File: src/rtl/spi_word_peripheral.sv
// SPI slave that moves fixed-width words between an SPI master and the i_Clk domain.
// All SPI pins are oversampled through 2-flop synchronisers; every register runs on i_Clk.
`timescale 1ns/1ps
module spi_word_peripheral #(
  parameter int SPI_MODE   = 0,
  parameter int WORD_WIDTH = 8,
  parameter bit MSB_FIRST  = 1'b1
) (
  input  logic                  i_Clk,
  input  logic                  i_Rst,
  output logic                  o_RX_DV,
  output logic [WORD_WIDTH-1:0] o_RX_Word,
  output logic                  o_RX_Abort,
  input  logic                  i_TX_Valid,
  input  logic [WORD_WIDTH-1:0] i_TX_Word,
  output logic                  o_TX_Ready,
  output logic                  o_TX_Underrun,
  output logic                  o_Busy,
  input  logic                  i_SPI_Clk,
  input  logic                  i_SPI_MOSI,
  input  logic                  i_SPI_CS_n,
  output logic                  o_SPI_MISO,
  output logic                  o_SPI_MISO_En
);

  localparam bit CPOL = SPI_MODE[1];
  localparam bit CPHA = SPI_MODE[0];
  localparam int CW   = $clog2(WORD_WIDTH);
  localparam logic [CW-1:0] LAST_BIT = CW'(WORD_WIDTH - 1);

  // Synchronisers plus one delayed copy of clock and CS_n for edge detection.
  logic sclk_s1_q, sclk_s2_q, sclk_d_q;
  logic mosi_s1_q, mosi_s2_q;
  logic cs_s1_q, cs_s2_q, cs_d_q;
  logic [1:0] fill_q;

  logic                  armed_q, armed_d;
  logic [CW-1:0]         bit_cnt_q, bit_cnt_d;
  logic [WORD_WIDTH-1:0] rx_sr_q, rx_sr_d;
  logic [WORD_WIDTH-1:0] rx_word_q, rx_word_d;
  logic                  rx_dv_q, rx_dv_d;
  logic                  rx_abort_q, rx_abort_d;
  logic [WORD_WIDTH-1:0] hold_q, hold_d;
  logic                  hold_full_q, hold_full_d;
  logic [WORD_WIDTH-1:0] tx_sr_q, tx_sr_d;
  logic                  miso_q, miso_d;
  logic                  underrun_q, underrun_d;
  logic                  gap_q, gap_d;

  logic rise, fall, cs_low, lead_edge, trail_edge, sample_edge, shift_edge;
  logic cs_fall, cs_rise, word_load;
  logic [WORD_WIDTH-1:0] load_word;

  function automatic logic [WORD_WIDTH-1:0] tx_shift(input logic [WORD_WIDTH-1:0] w);
    return MSB_FIRST ? {w[WORD_WIDTH-2:0], 1'b0} : {1'b0, w[WORD_WIDTH-1:1]};
  endfunction

  function automatic logic first_bit(input logic [WORD_WIDTH-1:0] w);
    return MSB_FIRST ? w[WORD_WIDTH-1] : w[0];
  endfunction

  always_ff @(posedge i_Clk or posedge i_Rst) begin
    if (i_Rst) begin
      sclk_s1_q <= 1'b0;
      sclk_s2_q <= 1'b0;
      sclk_d_q  <= 1'b0;
      mosi_s1_q <= 1'b0;
      mosi_s2_q <= 1'b0;
      cs_s1_q   <= 1'b1;
      cs_s2_q   <= 1'b1;
      cs_d_q    <= 1'b1;
      fill_q    <= 2'b00;
    end else begin
      sclk_s1_q <= i_SPI_Clk;
      sclk_s2_q <= sclk_s1_q;
      sclk_d_q  <= sclk_s2_q;
      mosi_s1_q <= i_SPI_MOSI;
      mosi_s2_q <= mosi_s1_q;
      cs_s1_q   <= i_SPI_CS_n;
      cs_s2_q   <= cs_s1_q;
      cs_d_q    <= cs_s2_q;
      fill_q    <= {fill_q[0], 1'b1};
    end
  end

  // armed_q only sets once the CS_n pipeline holds a genuinely sampled high level,
  // so a frame already in progress at reset release is never picked up half-way.
  always_comb begin
    rise        = sclk_s2_q & ~sclk_d_q;
    fall        = ~sclk_s2_q & sclk_d_q;
    cs_low      = armed_q & ~cs_s2_q;
    lead_edge   = cs_low & (CPOL ? fall : rise);
    trail_edge  = cs_low & (CPOL ? rise : fall);
    sample_edge = CPHA ? trail_edge : lead_edge;
    shift_edge  = CPHA ? lead_edge : trail_edge;
    cs_fall     = armed_q & cs_d_q & ~cs_s2_q;
    cs_rise     = ~cs_d_q & cs_s2_q;
    armed_d     = armed_q | (fill_q[1] & cs_s2_q);
    word_load   = cs_fall | (lead_edge & gap_q);
    load_word   = hold_full_q ? hold_q : (i_TX_Valid ? i_TX_Word : '0);
  end

  // TX handshake: a word is accepted on any cycle where i_TX_Valid and o_TX_Ready are
  // both high; o_TX_Ready is simply "holding register empty". A follow-on word is only
  // committed at the first leading edge after the previous word, so a frame ending on a
  // word boundary neither consumes the holding register nor reports an underrun.
  always_comb begin
    bit_cnt_d   = bit_cnt_q;
    rx_sr_d     = rx_sr_q;
    rx_word_d   = rx_word_q;
    rx_dv_d     = 1'b0;
    rx_abort_d  = 1'b0;
    hold_d      = hold_q;
    hold_full_d = hold_full_q;
    tx_sr_d     = tx_sr_q;
    miso_d      = miso_q;
    underrun_d  = 1'b0;
    gap_d       = gap_q;

    if (word_load) begin
      underrun_d  = ~hold_full_q & ~i_TX_Valid;
      hold_full_d = 1'b0;
      gap_d       = 1'b0;
      if (CPHA && cs_fall) begin
        tx_sr_d = load_word;
      end else begin
        tx_sr_d = tx_shift(load_word);
        miso_d  = first_bit(load_word);
      end
    end else begin
      if (i_TX_Valid && !hold_full_q) begin
        hold_d      = i_TX_Word;
        hold_full_d = 1'b1;
      end
      if (shift_edge) begin
        if (!CPHA && gap_q) begin
          miso_d = hold_full_q ? first_bit(hold_q) : 1'b0;
        end else begin
          miso_d  = first_bit(tx_sr_q);
          tx_sr_d = tx_shift(tx_sr_q);
        end
      end
    end

    if (sample_edge) begin
      rx_sr_d = MSB_FIRST ? {rx_sr_q[WORD_WIDTH-2:0], mosi_s2_q}
                          : {mosi_s2_q, rx_sr_q[WORD_WIDTH-1:1]};
      if (bit_cnt_q == LAST_BIT) begin
        rx_word_d = rx_sr_d;
        rx_dv_d   = 1'b1;
        bit_cnt_d = '0;
        gap_d     = 1'b1;
      end else begin
        bit_cnt_d = bit_cnt_q + 1'b1;
      end
    end

    if (cs_fall) begin
      bit_cnt_d = '0;
    end

    if (cs_rise) begin
      rx_abort_d = (bit_cnt_q != '0);
      bit_cnt_d  = '0;
      gap_d      = 1'b0;
      miso_d     = 1'b0;
    end
  end

  always_ff @(posedge i_Clk or posedge i_Rst) begin
    if (i_Rst) begin
      armed_q     <= 1'b0;
      bit_cnt_q   <= '0;
      rx_sr_q     <= '0;
      rx_word_q   <= '0;
      rx_dv_q     <= 1'b0;
      rx_abort_q  <= 1'b0;
      hold_q      <= '0;
      hold_full_q <= 1'b0;
      tx_sr_q     <= '0;
      miso_q      <= 1'b0;
      underrun_q  <= 1'b0;
      gap_q       <= 1'b0;
    end else begin
      armed_q     <= armed_d;
      bit_cnt_q   <= bit_cnt_d;
      rx_sr_q     <= rx_sr_d;
      rx_word_q   <= rx_word_d;
      rx_dv_q     <= rx_dv_d;
      rx_abort_q  <= rx_abort_d;
      hold_q      <= hold_d;
      hold_full_q <= hold_full_d;
      tx_sr_q     <= tx_sr_d;
      miso_q      <= miso_d;
      underrun_q  <= underrun_d;
      gap_q       <= gap_d;
    end
  end

  assign o_RX_DV       = rx_dv_q;
  assign o_RX_Word     = rx_word_q;
  assign o_RX_Abort    = rx_abort_q;
  assign o_TX_Ready    = ~hold_full_q;
  assign o_TX_Underrun = underrun_q;
  assign o_Busy        = cs_low;
  assign o_SPI_MISO_En = cs_low;
  assign o_SPI_MISO    = cs_low & miso_q;

endmodule

File: config.mk
export PLATFORM = sky130hd
export DESIGN_NAME = spi_word_peripheral
export DESIGN_NICKNAME = d
export VERILOG_FILES = /design/src/rtl/spi_word_peripheral.sv
export SDC_FILE = /design/constraint.sdc
export NUM_CORES = 1
export LEC_CHECK = 0
export BUFFER_PORTS_ARGS = -buffer_cell sky130_fd_sc_hd__buf_4
export CAP_MARGIN = 20
export CORE_MARGIN = 2
export CORE_UTILIZATION = 54
export CTS_CLUSTER_SIZE = 12
export DETAILED_ROUTE_END_ITERATION = 10
export PLACE_DENSITY = 0.87
export SYNTH_ARGS = -nofsm -noshare
export SYNTH_HDL_FRONTEND = slang
export SYNTH_SLANG_ARGS = --single-unit
File: constraint.sdc
create_clock -name i_Clk -period 2.5 [get_ports i_Clk]
set_clock_uncertainty 0.1 [all_clocks]
set_input_delay 0.75 -clock i_Clk [delete_from_list [all_inputs] [get_ports i_Clk]]
set_output_delay 0.75 -clock i_Clk [all_outputs]
set_load 0.05 [all_outputs]
==> flow_metrics.py, run 1 <==
metrics = {
    "run_status": {
        "status": "finished clean",
    },
    "die": {
        "die_y_um": 65.6,
        "die-area_um2": 4300,
        "rows": 22,
        "core_area_um2": 3660,
        "die_w_um": 65.6,
        "start_util": 0.559,
        "io_pins": 29,
    },
    "cells_and_area": {
        "nFillCells": 272,
        "fin_nets": 202,
        "num_antenna_cells": 0,
        "final_layout_size_suffix_gt1_frac": 0.392,
        "syn_to_final_growth_pct": 18.2,
    },
    "critical_path": {
        "crit_required_ps": 1650,
        "r2r-end": "o_RX_Word[1]",
        "crit_chain": "nand2b_4 -> inv_2 -> and2_1 -> buf_4",
        "rr_startpoint": "cs_s2_q",
        "cpPeakStageDelay_ps": 550,
        "crit_path_top_delay_cell": "dfstp_2",
        "cp.depth": 4,
        "crit_fanout": 7,
        "end_kind": "output pin",
        "rr_worst_depth": 5,
        "rrSetupSlack_ps": 810,
        "startpoint_type": "flip-flop",
        "crit_buf_inv": 2,
        "critical_path.top_delay_family": "flip-flops",
        "path_class": "flip-flop to output pin",
        "critPathArrivalTime_ps": 1420,
    },
    "timing": {
        "slew_viol_final": 0,
        "finalHoldViolCount": 0,
        "post-route-period-util": 0.910,
        "setup_viol": 0,
        "fin_hold_ws_ps": 255,
        "fmax_mhz": 440,
        "worst_slew_pin_slew_ps": 611,
        "rsz0062_at_grt": "no",
        "maxSlewHeadroom": 0.592,
        "fin_tns_setup_ps": 0,
        "finalCriticalPeriod_ps": 2270,
    },
    "global_routing": {
        "grt_max_degree": 51,
        "grt_overflow": 0,
        "grt_pass1_vias": 1314,
        "antenna_found_initial": 0,
        "grt_usage": 0.184,
        "grt_pass1_wl_um": 5970,
    },
    "routing": {
        "drt-wirelength-per-cell_um": 14.7,
        "antenna_left": 0,
        "num_vias": 1295,
        "dr.pass1.iters": 4,
        "wl_um": 3450,
        "drt_iter0_drc": 106,
        "drc_errors": 0,
        "routed_via_density": 5.53,
    },
    "logic_synthesis": {
        "ys_top_cells_by_area": "dfrtp_1 (57%), mux2_2 (11%), dfstp_2 (3.9%), a221oi_1 (3.0%), o31ai_1 (2.2%)",
        "yosysTopAreaCell": "dfrtp_1",
        "synthTopCellsByCount": "dfrtp_1 (47), mux2_2 (20), nor2_1 (9)",
        "ys_seq_elements": 50,
        "ys_seq_area_frac": 0.613,
        "synth.avg_cell_area_um2": 13.5,
        "postSynth.asyncResetShare": 1.00,
        "yosysWarnings": 0,
        "syn_inst": 152,
        "synth.net_count": 169,
        "synth_most_common_cell": "dfrtp_1",
        "synth_edf_count": 0,
        "synth_cell_type_count": 36,
        "netlist_area_um2": 2050,
        "synth_ff_type": "dfrtp_1",
        "synth_top_area_share": 0.575,
    },
    "clock_tree": {
        "clockRootBuffer": "clkbuf_8",
        "clk_pin_slew_ps": 80,
        "clk_latency_ps": 300,
        "cts_hold_buf": 0,
        "postCtsSetupBuffers": 0,
        "cts_tree": "yes",
        "htreeDepth": 2,
        "cts-resized-gates": 0,
        "clockBufferDepth": 2,
        "cts_sinks": 50,
        "numCtsBuffers": 5,
    },
    "run": {
        "max-cap-violations": 0,
    },
    "power_and_ir_drop": {
        "p_leak_nw": 1.15,
        "power_density_nw_per_um2": 762,
        "swShare": 0.255,
        "clkPwrFrac": 0.303,
        "p_comb_frac": 0.141,
        "p_int_mw": 1.37,
        "seq_power_share": 0.556,
        "vdd_drop_max_v": 0.000508,
        "power.switching_uw": 471,
    },
    "placed_design": {
        "portBuffers": 28,
        "place_congestion": 0.732,
        "dpl.hpwl_um": 2480,
    },
    "worst_hold_path": {
        "hold_class": "flip-flop to flip-flop",
        "hp-start": "mosi_s1_q",
        "hold-path-endpoint": "mosi_s2_q",
        "holdPathStages": 0,
    },
}
[kinds of logic (layout without fill, tap and decap cells)]
logic type                 Yosys count  in the layout  synth area share
buffers and inverters               14             48            0.0336
other                                1              1           0.00183
and+or+nand+nor                     34             34            0.0978
adders and majority gates            3              3            0.0183
DFF                                 50             50             0.613
muxes                               24             24             0.131
AOI/OAI and AO/OA                   26             26             0.104
[worst max path at each step]
stage | start | endpoint | slack, ps
detailed placement | cs_s2_q | o_SPI_MISO | 550
CTS | cs_s2_q | o_SPI_MISO | 210
global route | cs_s2_q | o_SPI_MISO | 170
finish | cs_s2_q | o_SPI_MISO | 230
floorplan | cs_s2_q | o_SPI_MISO | 410
global placement | cs_s2_q | o_SPI_MISO | 580
[routing by layer]
layer	share of wire	routed length, um	vias up	GRT usage
met2	0.52	1800	22	0.310
met3	0.033	113	5	0.0411
met4	0.018	63	0	0.0781
met1	0.43	1480	665	0.229
li1	-	-	603	-
met5	0	0	-	0
[worst reg2reg max path, delay by kind of cell, from the launching register on]
family | cells | cell delay (ps)
flops | 1 | 550
simple gates | 3 | 390
mux | 1 | 360
buf+inv | 1 | 180
[sequential cells by signal, indices dropped and copies added, names as in the netlist, 2 cells and up]
register and count:
o_RX_Word 8, rx_sr_q 7, fill_q 2, tx_sr_q 7, hold_q 8, bit_cnt_q 3
[power groups by stage]
stage          Sequential (mW)  Combinational [mW]  Clock [mW]
2_1_floorplan             1.01               0.205           0
5_1_grt                   1.04               0.291       0.598
3_3_place_gp              1.03               0.247           0
4_1_cts                   1.03               0.265       0.567
3_5_place_dp              1.04               0.264           0
6_report                  1.02               0.260       0.558
[layout by cell type, fill, tap and decap left out]
cell,n
and3b_4,1
nand2b_4,1
o31ai_4,1
a21o_1,1
and3_1,1
a211oi_1,1
o21ai_1,1
nand2_1,8
o21ai_2,1
o21a_1,1
buf_4,32
nor2_1,9
dfrtp_1,47
nor3_1,2
clkinvlp_4,1
and2_1,1
a22o_1,3
dfstp_2,3
a21oi_1,2
o31ai_1,6
bufinv_16,1
nor3b_1,1
nand2_2,2
mux2i_1,1
inv_1,6
clkbuf_1,1
mux2_2,20
o21ai_0,1
mux2_1,3
clkbuf_8,5
nor2b_1,4
ha_1,3
inv_2,2
a221oi_1,7
conb_1,1
a21boi_0,1
nor3b_2,3
nand3_1,1
[metrics by stage]
step / setup WS, ps / total power, mW / area [um2] / utilization / instances
after floorplan: 409 / 1.22 / 2050 / - / 152
after global placement: 580 / 1.27 / 2310 / 0.631 / 226
after detailed placement: 548 / 1.31 / 2310 / 0.631 / 226
after CTS: 209 / 1.86 / 2420 / 0.661 / 234
after global routing: 173 / 1.93 / 2420 / 0.661 / 234
final: 226 / 1.84 / 2420 / 0.661 / 234
[area by class of cell]
class	count	area, um2	area share
Clock buffer	6	72.6	0.0300
Clock inverter	2	37.5	0.0155
Inverter	8	30.0	0.0124
Multi-Input combinational cell	88	723	0.299
Sequential cell	50	1250	0.519
Tap cell	48	60.1	0.0248
Timing Repair Buffer	32	240	0.0993
Power figures use the tool's default switching activity.
==> inputs of run 2 (changes only) <==
--- a/config.mk
+++ b/config.mk
@@ -8,10 +8,10 @@
 export BUFFER_PORTS_ARGS = -buffer_cell sky130_fd_sc_hd__buf_4
 export CAP_MARGIN = 20
 export CORE_MARGIN = 2
-export CORE_UTILIZATION = 54
+export CORE_UTILIZATION = 35
 export CTS_CLUSTER_SIZE = 12
 export DETAILED_ROUTE_END_ITERATION = 10
-export PLACE_DENSITY = 0.87
+export PLACE_DENSITY = 0.64
 export SYNTH_ARGS = -nofsm -noshare
 export SYNTH_HDL_FRONTEND = slang
 export SYNTH_SLANG_ARGS = --single-unit
==> constraint.sdc (replaced) <==
create_clock -name i_Clk -period 2.5 [get_ports i_Clk]
set_clock_uncertainty 0.1 [all_clocks]
set_input_delay 0.5 -clock i_Clk [delete_from_list [all_inputs] [get_ports i_Clk]]
set_output_delay 0.5 -clock i_Clk [all_outputs]
set_load 0.05 [all_outputs]
==> run 2 against run 1 <==
Against the previous run:
- utilization down 22 points
- design area up 1.6%
- die area up 51%
- setup slack better by 250 ps
- hold slack worse by 130 ps
- critical path depth unchanged
- global-route usage down 6.9 points
- critical path type unchanged
- total power up 0.23%
- sequential power about the same
- sequential share of layout area down 0.79 points
==> flow_metrics.py, run 2 (synthesis gave the netlist of run 1 again) <==
metrics = {
    "routing": {
        "wl_um": 3290,
        "drc_errors": 0,
        "drt_iter0_drc": 50,
        "drt-wirelength-per-cell_um": 12.8,
        "num_vias": 1226,
        "antenna_left": 0,
        "routed_via_density": 4.77,
        "dr.pass1.iters": 4,
    },
    "timing": {
        "worst_slew_pin_slew_ps": 580,
        "rsz0062_at_grt": "no",
        "maxSlewHeadroom": 0.613,
        "slew_viol_final": 0,
        "fmax_mhz": 494,
        "fin_tns_setup_ps": 0,
        "finalCriticalPeriod_ps": 2020,
        "finalHoldViolCount": 0,
        "post-route-period-util": 0.809,
        "setup_viol": 0,
    },
    "cells_and_area": {
        "num_antenna_cells": 0,
        "fin_nets": 201,
        "layout_commonest_cell": "dfrtp_1",
        "final_cell_count_no_fill": 257,
        "final_layout_size_suffix_gt1_frac": 0.395,
        "nFillCells": 530,
        "syn_to_final_growth_pct": 20.0,
        "finalInstanceArea_um2": 2460,
        "layout_common_cells": "dfrtp_1 (47), buf_4 (30), mux2_2 (20), nor2_1 (9), nand2_1 (8)",
    },
    "power_and_ir_drop": {
        "p_leak_nw": 1.16,
        "power_density_nw_per_um2": 752,
        "swShare": 0.256,
        "vdd_drop_max_v": 0.000387,
        "seq_power_share": 0.553,
        "power.switching_uw": 473,
        "clkPwrFrac": 0.308,
        "p_comb_frac": 0.139,
        "p_int_mw": 1.37,
    },
    "placed_design": {
        "place_congestion": 0.696,
        "place_area_um2": 2340,
        "dpl.hpwl_um": 2350,
        "place_inst": 249,
        "portBuffers": 28,
    },
    "die": {
        "die_y_um": 80.5,
        "core_area_um2": 5570,
        "rows": 27,
        "die_w_um": 80.5,
        "start_util": 0.367,
        "die-area_um2": 6480,
        "io_pins": 29,
    },
    "global_routing": {
        "grt_max_degree": 29,
        "antenna_found_initial": 0,
        "grt_overflow": 0,
        "grt_pass1_vias": 1225,
        "grt_pass1_wl_um": 5680,
        "grt_usage": 0.115,
    },
    "critical_path": {
        "startpoint_type": "flip-flop",
        "path_class": "flip-flop to output pin",
        "crit_required_ps": 1900,
        "end_kind": "output pin",
        "crit_fanout": 7,
        "critPathArrivalTime_ps": 1420,
    },
    "clock_tree": {
        "clockBufferDepth": 2,
        "clk_pin_slew_ps": 90,
        "cts_sinks": 50,
        "clockRootBuffer": "clkbuf_8",
        "htreeDepth": 2,
        "clk_latency_ps": 300,
        "cts-resized-gates": 0,
        "cts_tree": "yes",
        "cts_hold_buf": 0,
        "postCtsSetupBuffers": 0,
        "numCtsBuffers": 5,
    },
    "worst_hold_path": {
        "hold_class": "input port to asynchronous set/reset pin",
    },
    "run": {
        "max-cap-violations": 0,
    },
    "run_status": {
        "status": "finished clean",
    },
}
## run 2: cell count changes in the layout (fill, tap and decap cells not counted), sizes merged
cell and delta:
buf -1, clkbuf -1, clkinv +1, clkinvlp -1, inv +1
## run 2: critical path, cell delays in order, from the launching register on
cell and delay, ps:
dfstp_2 560, nand2b_4 140, inv_2 80, and2_1 160, buf_4 180
## run 2: per-stage QoR
step	utilization	setup slack, ps	power (mW)	hold WS [ps]
3_5_place_dp	0.420	544	1.30	236
4_1_cts	0.441	456	1.87	141
5_1_grt	0.441	395	1.96	158
3_3_place_gp	0.420	646	1.29	232
6_report	0.441	477	1.85	120
2_1_floorplan	-	659	1.22	231
## run 2: final timing paths
check | slack (ps) | depth (start not counted) | from | to
worst max-delay path | 480 | 4 | cs_s2_q | o_SPI_MISO
worst min-delay path | 120 | 2 | i_Rst | rx_sr_q[4]
worst max register to register | 600 | 3 | hold_full_q | hold_q[7]
worst min register to register | 260 | 0 | sclk_s1_q | sclk_s2_q
max in group asynchronous | 1600 | 3 | i_Rst | cs_d_q
min in group i_Clk | 200 | 1 | i_SPI_CS_n | cs_s1_q
## run 2: cell type report
type / count / area (um2) / share of cell area
flip-flops and latches: 50 / 1250 / 0.511
multi-input cells: 88 / 723 / 0.294
repair buffers: 31 / 245 / 0.0998
well taps: 72 / 90.1 / 0.0367
clock buffers: 5 / 68.8 / 0.0280
clock inverters: 3 / 43.8 / 0.0178
inverters: 8 / 30.0 / 0.0122
## run 2: power groups by stage
stage          Sequential (mW)  Combinational, mW  Clock, mW
2_1_floorplan             1.01              0.205          0
3_3_place_gp              1.04              0.252          0
3_5_place_dp              1.04              0.263          0
4_1_cts                   1.02              0.263      0.584
5_1_grt                   1.04              0.289      0.622
6_report                  1.02              0.257      0.568
## run 2: per-layer routing
layer | share of wire | vias up | global-route usage
li1 | - | 599 | -
met1 | 0.49 | 599 | 0.158
met2 | 0.45 | 23 | 0.171
met3 | 0.037 | 5 | 0.0315
met4 | 0.015 | 0 | 0.0458
met5 | 0 | - | 0
